<file path="src/rtl/fetch_sched.sv">
// Fetch-stage sequencing FSM: owns the fetch PC and picks advance / hold / bubble / redirect.
// Optional `FETCH_SCHED_PERF_EN adds O_StallCycles and O_BubbleCycles counters.
module fetch_sched #(
    parameter int                  PC_WIDTH   = 16,
    parameter int                  BR_TIMEOUT = 15,
    parameter logic [PC_WIDTH-1:0] RESET_PC   = '0
) (
    input  logic                I_CLOCK,
    input  logic                I_RESET,
    input  logic                I_LOCK,
    input  logic                I_BranchStallSignal,
    input  logic                I_DepStallSignal,
    input  logic                I_GPUStallSignal,
    input  logic                I_BranchAddrSelect,
    input  logic [PC_WIDTH-1:0] I_BranchPC,
    output logic [PC_WIDTH-1:0] O_PC,
    output logic                O_HoldLatch,
    output logic                O_Bubble,
    output logic                O_FE_Valid,
    output logic [2:0]          O_State,
    output logic                O_BrTimeout
`ifdef FETCH_SCHED_PERF_EN
    ,
    output logic [31:0]         O_StallCycles,
    output logic [31:0]         O_BubbleCycles
`endif
);

    typedef enum logic [2:0] {
        S_RUN      = 3'd0,
        S_BR_WAIT  = 3'd1,
        S_DEP_HOLD = 3'd2,
        S_GPU_HOLD = 3'd3,
        S_REDIRECT = 3'd4
    } state_t;

    localparam logic [7:0]          CNT_LAST = 8'(BR_TIMEOUT - 1);
    localparam logic [PC_WIDTH-1:0] PC_STEP  = PC_WIDTH'(4);

    state_t     state;
    state_t     ret_state;
    logic [7:0] cnt;

    assign O_State = state;

    always_ff @(negedge I_CLOCK) begin
        if (I_RESET || !I_LOCK) begin
            O_PC        <= RESET_PC;
            state       <= S_RUN;
            ret_state   <= S_RUN;
            cnt         <= '0;
            O_HoldLatch <= 1'b0;
            O_Bubble    <= 1'b0;
            O_FE_Valid  <= 1'b0;
            if (I_RESET)
                O_BrTimeout <= 1'b0;
        end else if (I_BranchAddrSelect) begin
            O_PC        <= I_BranchPC;
            state       <= S_REDIRECT;
            cnt         <= '0;
            O_HoldLatch <= 1'b0;
            O_Bubble    <= 1'b0;
            O_FE_Valid  <= 1'b1;
        end else if (I_GPUStallSignal || I_DepStallSignal) begin
            // Moving between the two hold states keeps the original return target.
            if (state != S_GPU_HOLD && state != S_DEP_HOLD)
                ret_state <= (state == S_BR_WAIT) ? S_BR_WAIT : S_RUN;
            state       <= I_GPUStallSignal ? S_GPU_HOLD : S_DEP_HOLD;
            O_HoldLatch <= 1'b1;
            O_Bubble    <= 1'b0;
            if (!I_GPUStallSignal)
                O_FE_Valid <= 1'b1;
        end else begin
            case (state)
                S_RUN, S_REDIRECT: begin
                    O_HoldLatch <= 1'b0;
                    if (I_BranchStallSignal) begin
                        state      <= S_BR_WAIT;
                        cnt        <= '0;
                        O_Bubble   <= 1'b1;
                        O_FE_Valid <= 1'b0;
                    end else begin
                        O_PC       <= O_PC + PC_STEP;
                        state      <= S_RUN;
                        O_Bubble   <= 1'b0;
                        O_FE_Valid <= 1'b1;
                    end
                end
                S_BR_WAIT: begin
                    O_HoldLatch <= 1'b0;
                    if (cnt == CNT_LAST) begin
                        // Give up on the branch and fall through to the next sequential PC.
                        O_BrTimeout <= 1'b1;
                        O_PC        <= O_PC + PC_STEP;
                        state       <= S_RUN;
                        cnt         <= '0;
                        O_Bubble    <= 1'b0;
                        O_FE_Valid  <= 1'b1;
                    end else begin
                        cnt        <= cnt + 8'd1;
                        O_Bubble   <= 1'b1;
                        O_FE_Valid <= 1'b0;
                    end
                end
                S_DEP_HOLD, S_GPU_HOLD: begin
                    state       <= ret_state;
                    O_HoldLatch <= 1'b0;
                    if (ret_state == S_BR_WAIT) begin
                        O_Bubble   <= 1'b1;
                        O_FE_Valid <= 1'b0;
                    end else begin
                        O_Bubble   <= 1'b0;
                    end
                end
                default: begin
                    state       <= S_RUN;
                    O_HoldLatch <= 1'b0;
                    O_Bubble    <= 1'b0;
                end
            endcase
        end
    end

`ifdef FETCH_SCHED_PERF_EN
    always_ff @(negedge I_CLOCK) begin
        if (I_RESET) begin
            O_StallCycles  <= '0;
            O_BubbleCycles <= '0;
        end else begin
            if (state == S_GPU_HOLD || state == S_DEP_HOLD)
                O_StallCycles <= O_StallCycles + 32'd1;
            if (O_Bubble)
                O_BubbleCycles <= O_BubbleCycles + 32'd1;
        end
    end
`endif

endmodule

</file>
<file path="config.mk">
export PLATFORM = sky130hd
export DESIGN_NAME = fetch_sched
export DESIGN_NICKNAME = d
export VERILOG_FILES = /design/src/rtl/fetch_sched.sv
export SDC_FILE = /design/constraint.sdc
export NUM_CORES = 1
export LEC_CHECK = 0
export BUFFER_PORTS_ARGS = -buffer_cell sky130_fd_sc_hd__buf_2
export CORE_MARGIN = 1.5
export CORE_UTILIZATION = 55
export CTS_BUF_LIST = sky130_fd_sc_hd__clkbuf_16
export CTS_CLUSTER_SIZE = 10
export DETAILED_ROUTE_END_ITERATION = 10
export PLACE_DENSITY = 0.84
export SYNTH_ARGS = -nofsm -noshare
export SYNTH_HDL_FRONTEND = slang
export SYNTH_SLANG_ARGS = --single-unit
</file>
<file path="constraint.sdc">
create_clock -name I_CLOCK -period 4.4 [get_ports I_CLOCK]
set_input_delay 0.44 -clock I_CLOCK [delete_from_list [all_inputs] [get_ports I_CLOCK]]
set_output_delay 0.44 -clock I_CLOCK [all_outputs]
set_load 0.03 [all_outputs]
</file>
# Word-level counts from Yosys, hierarchy flattened
# Index checks and enable logic that the tools add are counted.
[totals] input_bits=23 wordCells=84 reg_bits=34 output_inout_bits=23
[op_classes] bitwise_logic=2 addsub=2 reduce_logical=19 n_mux=33 n_eq_ne=19
[op_table] cell="$mux 16" n=4
[op_table] cell="$pmux 16 s2" n=1
[op_table] cell="$mux 1" n=19
[op_table] cell="$add 16x3->16 const B" n=1
[op_table] cell="$mux 8" n=2
[op_table] cell="$pmux 8 s2" n=1
[op_table] cell="$ne 3x2->1 const B" n=4
[op_table] cell="$mux 3" n=3
[op_table] cell="$pmux 3 s3" n=1
[op_table] cell="$reduce_and 3->1" n=3
[op_table] cell="$add 8x1->8 const B" n=1
[op_table] cell="$eq 8x4->1 const B" n=1
[op_table] cell="$ne 2x2->1 const B" n=4
[op_table] cell="$eq 3x1->1 const B" n=2
[op_table] cell="$eq 3x2->1 const B" n=2
[op_table] cell="$ne 3x3->1 const B" n=2
[op_table] cell="$pmux 1 s3" n=2
[op_table] cell="$reduce_bool 2->1" n=3
[op_table] cell="$reduce_or 2->1" n=3
[op_table] cell="$reduce_and 5->1" n=1
[op_table] cell="$reduce_bool 5->1" n=1
[op_table] cell="$ne 4x3->1 const B" n=1
[op_table] cell="$ne 4x4->1 const B" n=1
[op_table] cell="$reduce_and 4->1" n=1
[op_table] cell="9 further kinds" n=11

# Logic depth before layout (Yosys ltp)
# Gate-level depths: netlist of the first run.
[logic_depth] depth_word=6 ltp_mapped=8 mapped_depth_nobuf=7

==> results of run 1 <==
## cells by family after synthesis
group                    share of synthesized area (%)
AND/OR/NAND/NOR                                  23.52
AO/OA/AOI/OAI                                    16.98
buffers and inverters                            4.439
XOR/XNOR                                         10.36
adder cells (fa/ha/maj)                          2.337
multiplexers                                     1.869
flip-flops                                       40.50
## critical path: stages
cell     delay [ps]
buf_2           110
or3_1           300
o41a_1          240
or4b_1          560
xor2_1          160
a21oi_1         180
## layout by cell type, fill, tap and decap left out, types with 5 or more instances in the layout
master,instances
nor2_1,22
buf_2,45
nor4_1,6
xnor2_1,11
o21ai_0,20
nor3_1,7
xor2_1,8
nand4_1,6
nand3_1,5
nand2_1,11
inv_1,38
a21oi_1,17
clkbuf_16,5
dfxtp_1,31
## path summary, 6_finish.rpt
path	startpoint	to	slack, ps	depth (start not counted)
max	I_BranchStallSignal	O_PC[11]	480	6
min	ret_state[0]	ret_state[0]	460	2
max reg2reg	cnt[0]	O_PC[11]	1940	7
min reg2reg	ret_state[0]	ret_state[0]	460	2
## power by group
| group | switching, uW | total [uW] | internal (uW) |
|---|---|---|---|
| clock network | 196 | 500 | 304 |
| registers | 10.2 | 313 | 303 |
| logic | 51.1 | 80.3 | 29.2 |
| total | 257 | 894 | 637 |
## final cells by class
| class | count | share of cell area [%] |
|---|---|---|
| Clock buffer | 5 | 5.865 |
| Clock inverter | 35 | 7.507 |
| Timing Repair Buffer | 49 | 11.96 |
| Multi-Input combinational cell | 145 | 41.47 |
| Inverter | 5 | 0.8798 |
| Sequential cell | 32 | 30.50 |
| Tap cell | 31 | 1.818 |
## routing by layer
metal  vias up  track usage [%]  share of wire [%]  wire length [um]
met4         0            18.60                3.7               153
met2        79            44.50                 48              2023
met5         -                0                  0                 0
met1       775            30.73                 41              1714
li1        840                -                  -                 -
met3        20            12.02                7.0               293
## sequential cells by signal, summed over array words and instances (netlist names)
register,count
cnt,8
ret_state,1
O_PC,16
O_FE_Valid,1
O_HoldLatch,1
O_Bubble,1
O_State,3
O_BrTimeout,1
## stage by stage
| step | worst slack, ps | hold slack (ps) | util, % |
|---|---|---|---|
| 6_report | 475.3 | 463.8 | 77.36 |
| 5_1_grt | 414.8 | 485.5 | 77.36 |
| 4_1_cts | 488.1 | 464.9 | 77.36 |
| 3_5_place_dp | 177.0 | 461.7 | 67.15 |
| 3_3_place_gp | 216.4 | 459.1 | 67.15 |
| 2_1_floorplan | 297.5 | 444.7 | - |
==> results.rst, run 1 <==
.. list-table::
   :header-rows: 1

   * - Metric
     - Value
   * - FF+latch count, synth
     - 32
   * - Pleak
     - about 0.001 uW
   * - Area of combinational cells with multiple inputs
     - between 800 and 900 um^2
   * - Post-route antenna net violation count
     - 0
   * - Clock latency at the later pin of the worst-skew pair
     - about 360 ps
   * - Setup Skew
     - about 20 ps
   * - Core Rows
     - 19
   * - Top-count cell post-synth
     - dfxtp_1
   * - Final-report hold violation count
     - 0
   * - Clock tree from TritonCTS
     - done
   * - Pin count of the biggest net entering global routing
     - 28
   * - Sequential cell area fraction in the yosys report
     - about two fifths
   * - CTS H-Tree Depth
     - 2
   * - TritonCTS Sinks
     - 32
   * - Layout-stage area growth over the synthesis result
     - 32.79%
   * - Fill cell count
     - between 150 and 200
   * - Post-detailed-route wirelength per cell
     - roughly 14 um
   * - Top-area cell type share of the netlist area
     - between 30% and 40%
   * - Final instance area
     - 0.002133 mm^2
   * - Overall power
     - around 890 uW
   * - Hold bufs inserted after CTS
     - 0
   * - Count of pins on the block boundary
     - 46
   * - Class of the tightest hold or removal check
     - flop to flop
   * - GR Util All Layers
     - approximately 28%
   * - Initial Util
     - between 50 and 60%
   * - Clock root buffer
     - clkbuf_16
   * - Cell taking the most area after synthesis
     - dfxtp_1
   * - Placed cell count
     - 263
   * - Reported max-cap violation count
     - 0
   * - Count of vias placed by the detailed router
     - roughly 1700
   * - Measured slew at the worst slew-check pin
     - about 470 ps
   * - Number of antenna violations at the first check in global routing
     - 0
   * - Number of nets produced by synthesis
     - about 220
   * - Async SR Flop Fraction
     - 0%
   * - Sequential standard cell area
     - approximately 650 um^2
   * - Top cells by count, synth
     - 31 x dfxtp_1, 22 x nor2_1, 20 x o21ai_0
   * - Worst Path Class, Setup
     - input port to flop
   * - Residual DRC
     - 0
   * - Count of flip-flops with a built-in enable after synthesis
     - 1
   * - Total negative slack
     - 0 ps
   * - Number of global-route vias before repair
     - 1692
   * - Number of cells in the finished layout apart from fillers
     - a little over 300
   * - Full die area
     - 0.003254 mm^2
   * - Status
     - completed
   * - Post-synthesis cell type count
     - 37
   * - Post-DP HPWL
     - roughly 2.5 mm
   * - Slew Limit Headroom
     - slightly below 70%
   * - Crit path capture type
     - flop
   * - Worst supply voltage drop on vdd
     - 0.4595 mV
   * - Count of buffers from port buffering
     - 45
   * - Max-slew violation count
     - 0
   * - RSZ-0062 raised after global routing
     - false
   * - Detailed Route WL
     - about 4.2 mm
   * - Required time reported for the critical path endpoint
     - 2480 ps
   * - TritonCTS buffer count
     - 5
   * - Post-place instance area
     - 0.001852 mm^2
   * - Synthesized cell area
     - approximately 0.0016 mm^2
   * - Via-to-Cell Ratio
     - between 5 and 6
   * - Final number of setup-violating endpoints
     - 0
   * - Power density over the cells
     - roughly 420 mW/mm^2
   * - Warnings, synthesis
     - 0
   * - Fraction of final layout cells sized beyond drive strength 1
     - between 20% and 30%
   * - GP Congestion
     - between 0.8 and 0.9
   * - Synthesized instance count
     - approximately 190
   * - Post-CTS Repair Setup Buffers
     - 0
   * - Maximum clock insertion buffer count
     - 2
   * - Post-CTS resize count
     - 0
   * - Total iterations of the first detailed-routing run
     - 4
   * - First-pass GRT wire length
     - approximately 7.0 mm
   * - Dominant cells by area after synthesis
     - dfxtp_1 39%, o21ai_0 6.2%, xnor2_1 6.0%, a21oi_1 5.3%, nor2_1 5.1%
   * - Net total in the final layout
     - 296
   * - WP data arrival
     - roughly 2000 ps
   * - Final antenna diode count
     - 0
   * - Startpoint type of the worst setup path
     - input port
   * - Biggest fanout along the worst timing path
     - 10
   * - Clock slew at reported path FFs
     - roughly 50 ps
   * - Most frequently used flop master after synthesis
     - dfxtp_1
   * - Y dimension of the die
     - 57.05 um
   * - Die Span X
     - 57.05 um
   * - Starting DRT DRC Count
     - 75
   * - Core Area
     - 0.002758 mm^2
   * - Mean instance size in the synthesized netlist
     - between 8 and 9 um^2
   * - Global route total overflow
     - 0
No activity file was read; power rests on OpenSTA's default activity.
==> inputs of run 2 (changes only) <==
Settings changed: CORE_MARGIN 1.5 to default, CTS_BUF_LIST sky130_fd_sc_hd__clkbuf_16 to default.
==> run 2 against run 1 <==
Net effect: combinational power shrank 2%; utilization is 3.2 points lower; worst hold slack lost 2.1 ps; sequential power is essentially flat; sequential cell count unchanged; non-clock buffer count unchanged; largest cell class unchanged.
==> results.rst, run 2 (synthesis gave the netlist of run 1 again) <==
.. list-table::
   :header-rows: 1

   * - Metric
     - Value
   * - Full die area
     - 0.003141 mm^2
   * - Pin count of the biggest net entering global routing
     - 28
   * - Hold bufs inserted after CTS
     - 0
   * - Core Rows
     - 19
   * - TritonCTS Sinks
     - 32
   * - CTS H-Tree Depth
     - 2
   * - Detailed Route WL
     - approximately 3.9 mm
   * - Clock network fraction of total power
     - ~47%
   * - Die Span X
     - 56.05 um
   * - Final number of setup-violating endpoints
     - 0
   * - Worst Path Class, Setup
     - input port to flop
   * - Post-route antenna net violation count
     - 0
   * - Power density over the cells
     - around 360 mW/mm^2
   * - Class of the tightest hold or removal check
     - flop to flop
   * - Global route total overflow
     - 0
   * - Count of vias placed by the detailed router
     - about 1700
   * - Initial Util
     - about three fifths
   * - Clock latency at the later pin of the worst-skew pair
     - ~400 ps
   * - Core Area
     - around 0.0028 mm^2
   * - Status
     - completed
   * - Startpoint type of the worst setup path
     - input port
   * - Pre-CTS setup slack
     - ~140 ps
   * - Reported max-cap violation count
     - 0
   * - Final instance area
     - 0.002046 mm^2
   * - Crit path capture type
     - flop
   * - Pint
     - around 490 uW
   * - RSZ-0062 raised after global routing
     - false
   * - Slew Limit Headroom
     - between 60% and 70%
   * - Total iterations of the first detailed-routing run
     - 6
   * - TritonCTS buffer count
     - 5
   * - Count of buffers from port buffering
     - between 40 and 50
   * - Net total in the final layout
     - 296
   * - Starting DRT DRC Count
     - 80
   * - Required time reported for the critical path endpoint
     - roughly 2500 ps
   * - WP data arrival
     - approximately 2000 ps
   * - Fraction of final layout cells sized beyond drive strength 1
     - around 22%
   * - Most frequent cells in the layout
     - 45 x buf_2, 38 x inv_1, 31 x dfxtp_1
   * - Fill cell count
     - 222
   * - Worst supply voltage drop on vdd
     - between 0.4 and 0.5 mV
   * - Via-to-Cell Ratio
     - around 5.5
   * - Post-detailed-route wirelength per cell
     - around 13 um
   * - Setup Skew
     - between 20 and 25 ps
   * - Post-DP HPWL
     - 2.624 mm
   * - Clock slew at reported path FFs
     - around 40 ps
   * - Launch instance of the worst min-delay path
     - ret_state[0]
   * - GR Util All Layers
     - between 20% and 30%
   * - Post-place instance area
     - ~0.0019 mm^2
   * - GP Congestion
     - between 0.8 and 0.9
   * - Final antenna diode count
     - 0
   * - Most common library cell in the layout ignoring fill and taps
     - buf_2
   * - Combinational Power Share
     - 10.8%
   * - Max FFs per register
     - 16
   * - Clock tree from TritonCTS
     - done
   * - Residual DRC
     - 0
   * - Layout-stage area growth over the synthesis result
     - 27.34%
   * - Max-slew violation count
     - 0
   * - Y dimension of the die
     - between 50 and 60 um
   * - Maximum clock insertion buffer count
     - 2
   * - Least setup slack across all paths after layout
     - approximately 480 ps
   * - Number of global-route vias before repair
     - roughly 1600
   * - Post-CTS resize count
     - 0
   * - Placed cell count
     - between 200 and 300
   * - Crit Reg-Reg Startpoint
     - cnt[0]
   * - Utilization after layout
     - 74.18%
   * - Final-report hold violation count
     - 0
   * - First-pass GRT wire length
     - 6.472 mm
   * - Clock root buffer
     - clkbuf_4
   * - Biggest fanout along the worst timing path
     - 14
   * - Relative contribution of sequential cells to total power
     - ~43%
   * - Fraction of power spent switching nets
     - around 33%
   * - Count of pins on the block boundary
     - 46
   * - CP startpoint
     - I_BranchStallSignal
   * - Number of antenna violations at the first check in global routing
     - 0
   * - NetSw
     - 245.2 uW
   * - Biggest register
     - O_PC
   * - Post-CTS Repair Setup Buffers
     - 0
   * - Pleak
     - about 0.00094 uW
   * - Number of cells in the finished layout apart from fillers
     - roughly 300
   * - Measured slew at the worst slew-check pin
     - 533.4 ps
   * - Total negative slack
     - 0 ps
## run 2: cell counts in the layout (fill, tap and decap cells not counted)
No cell type changed its count.
## run 2: final timing paths
kind | end | slack (ps) | depth (start not counted)
min reg2reg | ret_state[0] | 460 | 2
min | ret_state[0] | 460 | 2
max reg2reg | O_PC[11] | 1890 | 7
max | O_PC[11] | 480 | 6
## run 2: per-layer routing
layer | global-route usage [%] | wire, um | vias up
met1 | 28.89 | 1725 | 747
met4 | 12.54 | 36 | 0
met5 | 0 | 0 | -
li1 | - | - | 842
met2 | 42.35 | 1846 | 64
met3 | 11.86 | 261 | 6
## run 2: area by class of cell
cell class              count  area (um^2)  share of cell area, %
clock buffers               5        37.54                  1.835
well taps                  31        38.79                  1.896
clock inverters            35        160.2                  7.829
flip-flops and latches     32        650.6                  31.80
inverters                   5        18.77                 0.9174
multi-input cells         145        884.6                  43.24
repair buffers             49        255.2                  12.48
## run 2: power groups by stage
stage	combinational (uW)	sequential, uW	clock [uW]
after floorplan	35.8	332	45.8
after global placement	76.5	316	45.8
after detailed placement	78.0	317	45.8
after CTS	78.6	312	352
after global routing	85.1	312	390
final	78.7	312	341
## run 2: stage by stage
stage | total power (uW) | hold WS, ps
6_report | 731.9 | 461.7
5_1_grt | 787.6 | 496.3
4_1_cts | 741.9 | 463.9
3_5_place_dp | 440.4 | 459.0
3_3_place_gp | 438.7 | 459.9
2_1_floorplan | 413.9 | 444.7
## run 2: worst max-delay path, cell delays in order
cell and delay (ps):
buf_2 110, or3_1 300, o41a_1 290, or4b_1 600, xor2_1 160, a21oi_1 130
==> inputs of run 3 (changes only) <==
Settings changed: BUFFER_PORTS_ARGS -buffer_cell sky130_fd_sc_hd__buf_2 to -buffer_cell sky130_fd_sc_hd__clkbuf_2, CAP_MARGIN from default to 20, CORE_UTILIZATION 55 to 50, PLACE_DENSITY 0.84 to 0.77.
==> run 3 against run 2 <==
Net effect: total power is 7.5% lower; critical path type is now flop to primary output; register-to-register slack better by 180 ps; critical endpoint is now O_State[1]; highest routed layer unchanged; cell count is 4.6% higher.
==> results.rst, run 3 (synthesis gave the netlist of run 1 again) <==
.. list-table::
   :header-rows: 1

   * - Metric
     - Value
   * - Final number of setup-violating endpoints
     - 0
   * - Post-DP HPWL
     - 2.521 mm
   * - Post-route antenna net violation count
     - 0
   * - Global route total overflow
     - 0
   * - RSZ-0062 raised after global routing
     - false
   * - Most common library cell in the layout ignoring fill and taps
     - clkbuf_2
   * - Number of antenna violations at the first check in global routing
     - 0
   * - Post-CTS resize count
     - 0
   * - Clock latency at the later pin of the worst-skew pair
     - 410 ps
   * - Total negative slack
     - 0 ps
   * - Status
     - completed
   * - Net total in the final layout
     - roughly 300
   * - Clock slew at reported path FFs
     - approximately 40 ps
   * - Number of buffers and inverters on the critical path
     - 1
   * - Layout-stage area growth over the synthesis result
     - 27.34%
   * - Fraction of final layout cells sized beyond drive strength 1
     - roughly 23%
   * - Worst supply voltage drop on vdd
     - ~0.26 mV
   * - Total iterations of the first detailed-routing run
     - 4
   * - Hold bufs inserted after CTS
     - 0
   * - GP Congestion
     - around 0.9
   * - Final instance area
     - 0.002046 mm^2
   * - Biggest register
     - O_PC
   * - Final antenna diode count
     - 0
   * - Post-CTS Repair Setup Buffers
     - 0
   * - Required time reported for the critical path endpoint
     - slightly below 4000 ps
   * - Core Area
     - 0.003053 mm^2
   * - Full die area
     - 0.003444 mm^2
   * - Count of buffers from port buffering
     - 45
   * - Via-to-Cell Ratio
     - approximately 5.2
   * - Count of vias placed by the detailed router
     - 1635
   * - Fraction of power spent switching nets
     - 36.65%
   * - Power density over the cells
     - 331.0 mW/mm^2
   * - Slew Limit Headroom
     - around 66%
   * - Final-report hold violation count
     - 0
   * - Post-detailed-route wirelength per cell
     - ~12 um
   * - Y dimension of the die
     - a little under 60 um
   * - Number of global-route vias before repair
     - around 1600
   * - Clock tree from TritonCTS
     - done
   * - WP data arrival
     - 3420 ps
   * - Reported max-cap violation count
     - 0
   * - Core Rows
     - 20
   * - Residual DRC
     - 0
   * - Number of cells on the worst reg-to-reg path
     - 6
   * - Biggest fanout along the worst timing path
     - 10
   * - Die Span X
     - around 59 um
   * - Count of pins on the block boundary
     - 46
   * - Largest delay contributor family on the critical path
     - flip-flops
   * - Max FFs per register
     - 16
   * - Most frequent cells in the layout
     - 45 x clkbuf_2, 37 x inv_1, 31 x dfxtp_1
   * - Setup Skew
     - ~16 ps
   * - TritonCTS buffer count
     - 5
   * - Pin count of the biggest net entering global routing
     - 19
   * - Detailed Route WL
     - 3.790 mm
   * - NetSw
     - 248.1 uW
   * - Startpoint type of the worst setup path
     - flop
   * - Pint
     - between 400 and 500 uW
   * - Crit path depth
     - 1
   * - Clock root buffer
     - clkbuf_4
   * - Worst hold stages
     - 2
   * - Clock network fraction of total power
     - between 40% and 50%
   * - Combinational Power Share
     - 11.6%
   * - Class of the tightest hold or removal check
     - flop to flop
   * - Max-slew violation count
     - 0
   * - Measured slew at the worst slew-check pin
     - around 510 ps
   * - First-pass GRT wire length
     - 6.348 mm
   * - Crit path capture type
     - primary output
   * - GR Util All Layers
     - 24.80%
   * - Pleak
     - between 0.0009 and 0.001 uW
   * - Largest stage delay on the critical path
     - around 530 ps
   * - Slowest stage cell on the critical path
     - dfxtp_1
   * - TritonCTS Sinks
     - 32
   * - Initial Util
     - between 50% and 60%
   * - Maximum clock insertion buffer count
     - 2
   * - Post-place instance area
     - about 0.0019 mm^2
   * - Worst Path Class, Setup
     - flop to primary output
   * - Relative contribution of sequential cells to total power
     - about 46%
   * - Starting DRT DRC Count
     - 51
   * - Worst-path cell chain
     - clkbuf_2
   * - CTS H-Tree Depth
     - 2
[run 3: stage by stage]
stage	setup slack (ps)	hold WS [ps]	power, uW	utilization (%)	instances
floorplan	297.5	444.7	413.9	-	192
global placement	259.9	461.2	440.6	61.43	277
detailed placement	239.0	468.8	441.4	61.43	277
CTS	528.7	473.9	688.1	67.01	316
global route	478.6	492.0	730.9	67.01	316
finish	544.4	475.3	677.1	67.01	316
[run 3: per-layer routing]
| layer | GRT usage, % | part of all wire (%) |
|---|---|---|
| met1 | 29.01 | 46 |
| met2 | 37.93 | 48 |
| met3 | 9.451 | 5.8 |
| met4 | 16.33 | 0.71 |
| met5 | 0 | 0 |
[run 3: final timing paths]
| kind | start | slack [ps] | to |
|---|---|---|---|
| hold reg to reg | ret_state[0] | 480 | ret_state[0] |
| setup / recovery | O_State[1] | 540 | O_State[1] |
| hold / removal | ret_state[0] | 480 | ret_state[0] |
| setup reg to reg | cnt[1] | 2070 | O_PC[11] |
[run 3: layout make-up]
type	count	area (um^2)
Clock buffer	5	37.54
Clock inverter	35	136.4
Fill cell	280	1007
Inverter	5	18.77
Multi-Input combinational cell	145	884.6
Sequential cell	32	650.6
Tap cell	44	55.05
Timing Repair Buffer	50	262.8
[run 3: worst min-delay path: cells and delay by family (launching register included)]
family	cells	cell delay, ps
AOI/OAI and AO/OA	2	120
DFF	1	310
[run 3: power groups by stage]
stage	combinational [uW]	sequential [uW]	clock, uW
after global placement	77.6	317	45.8
after global routing	86.2	313	332
final	78.8	313	286
after CTS	79.1	312	297
after detailed placement	78.5	317	45.8
after floorplan	35.8	332	45.8
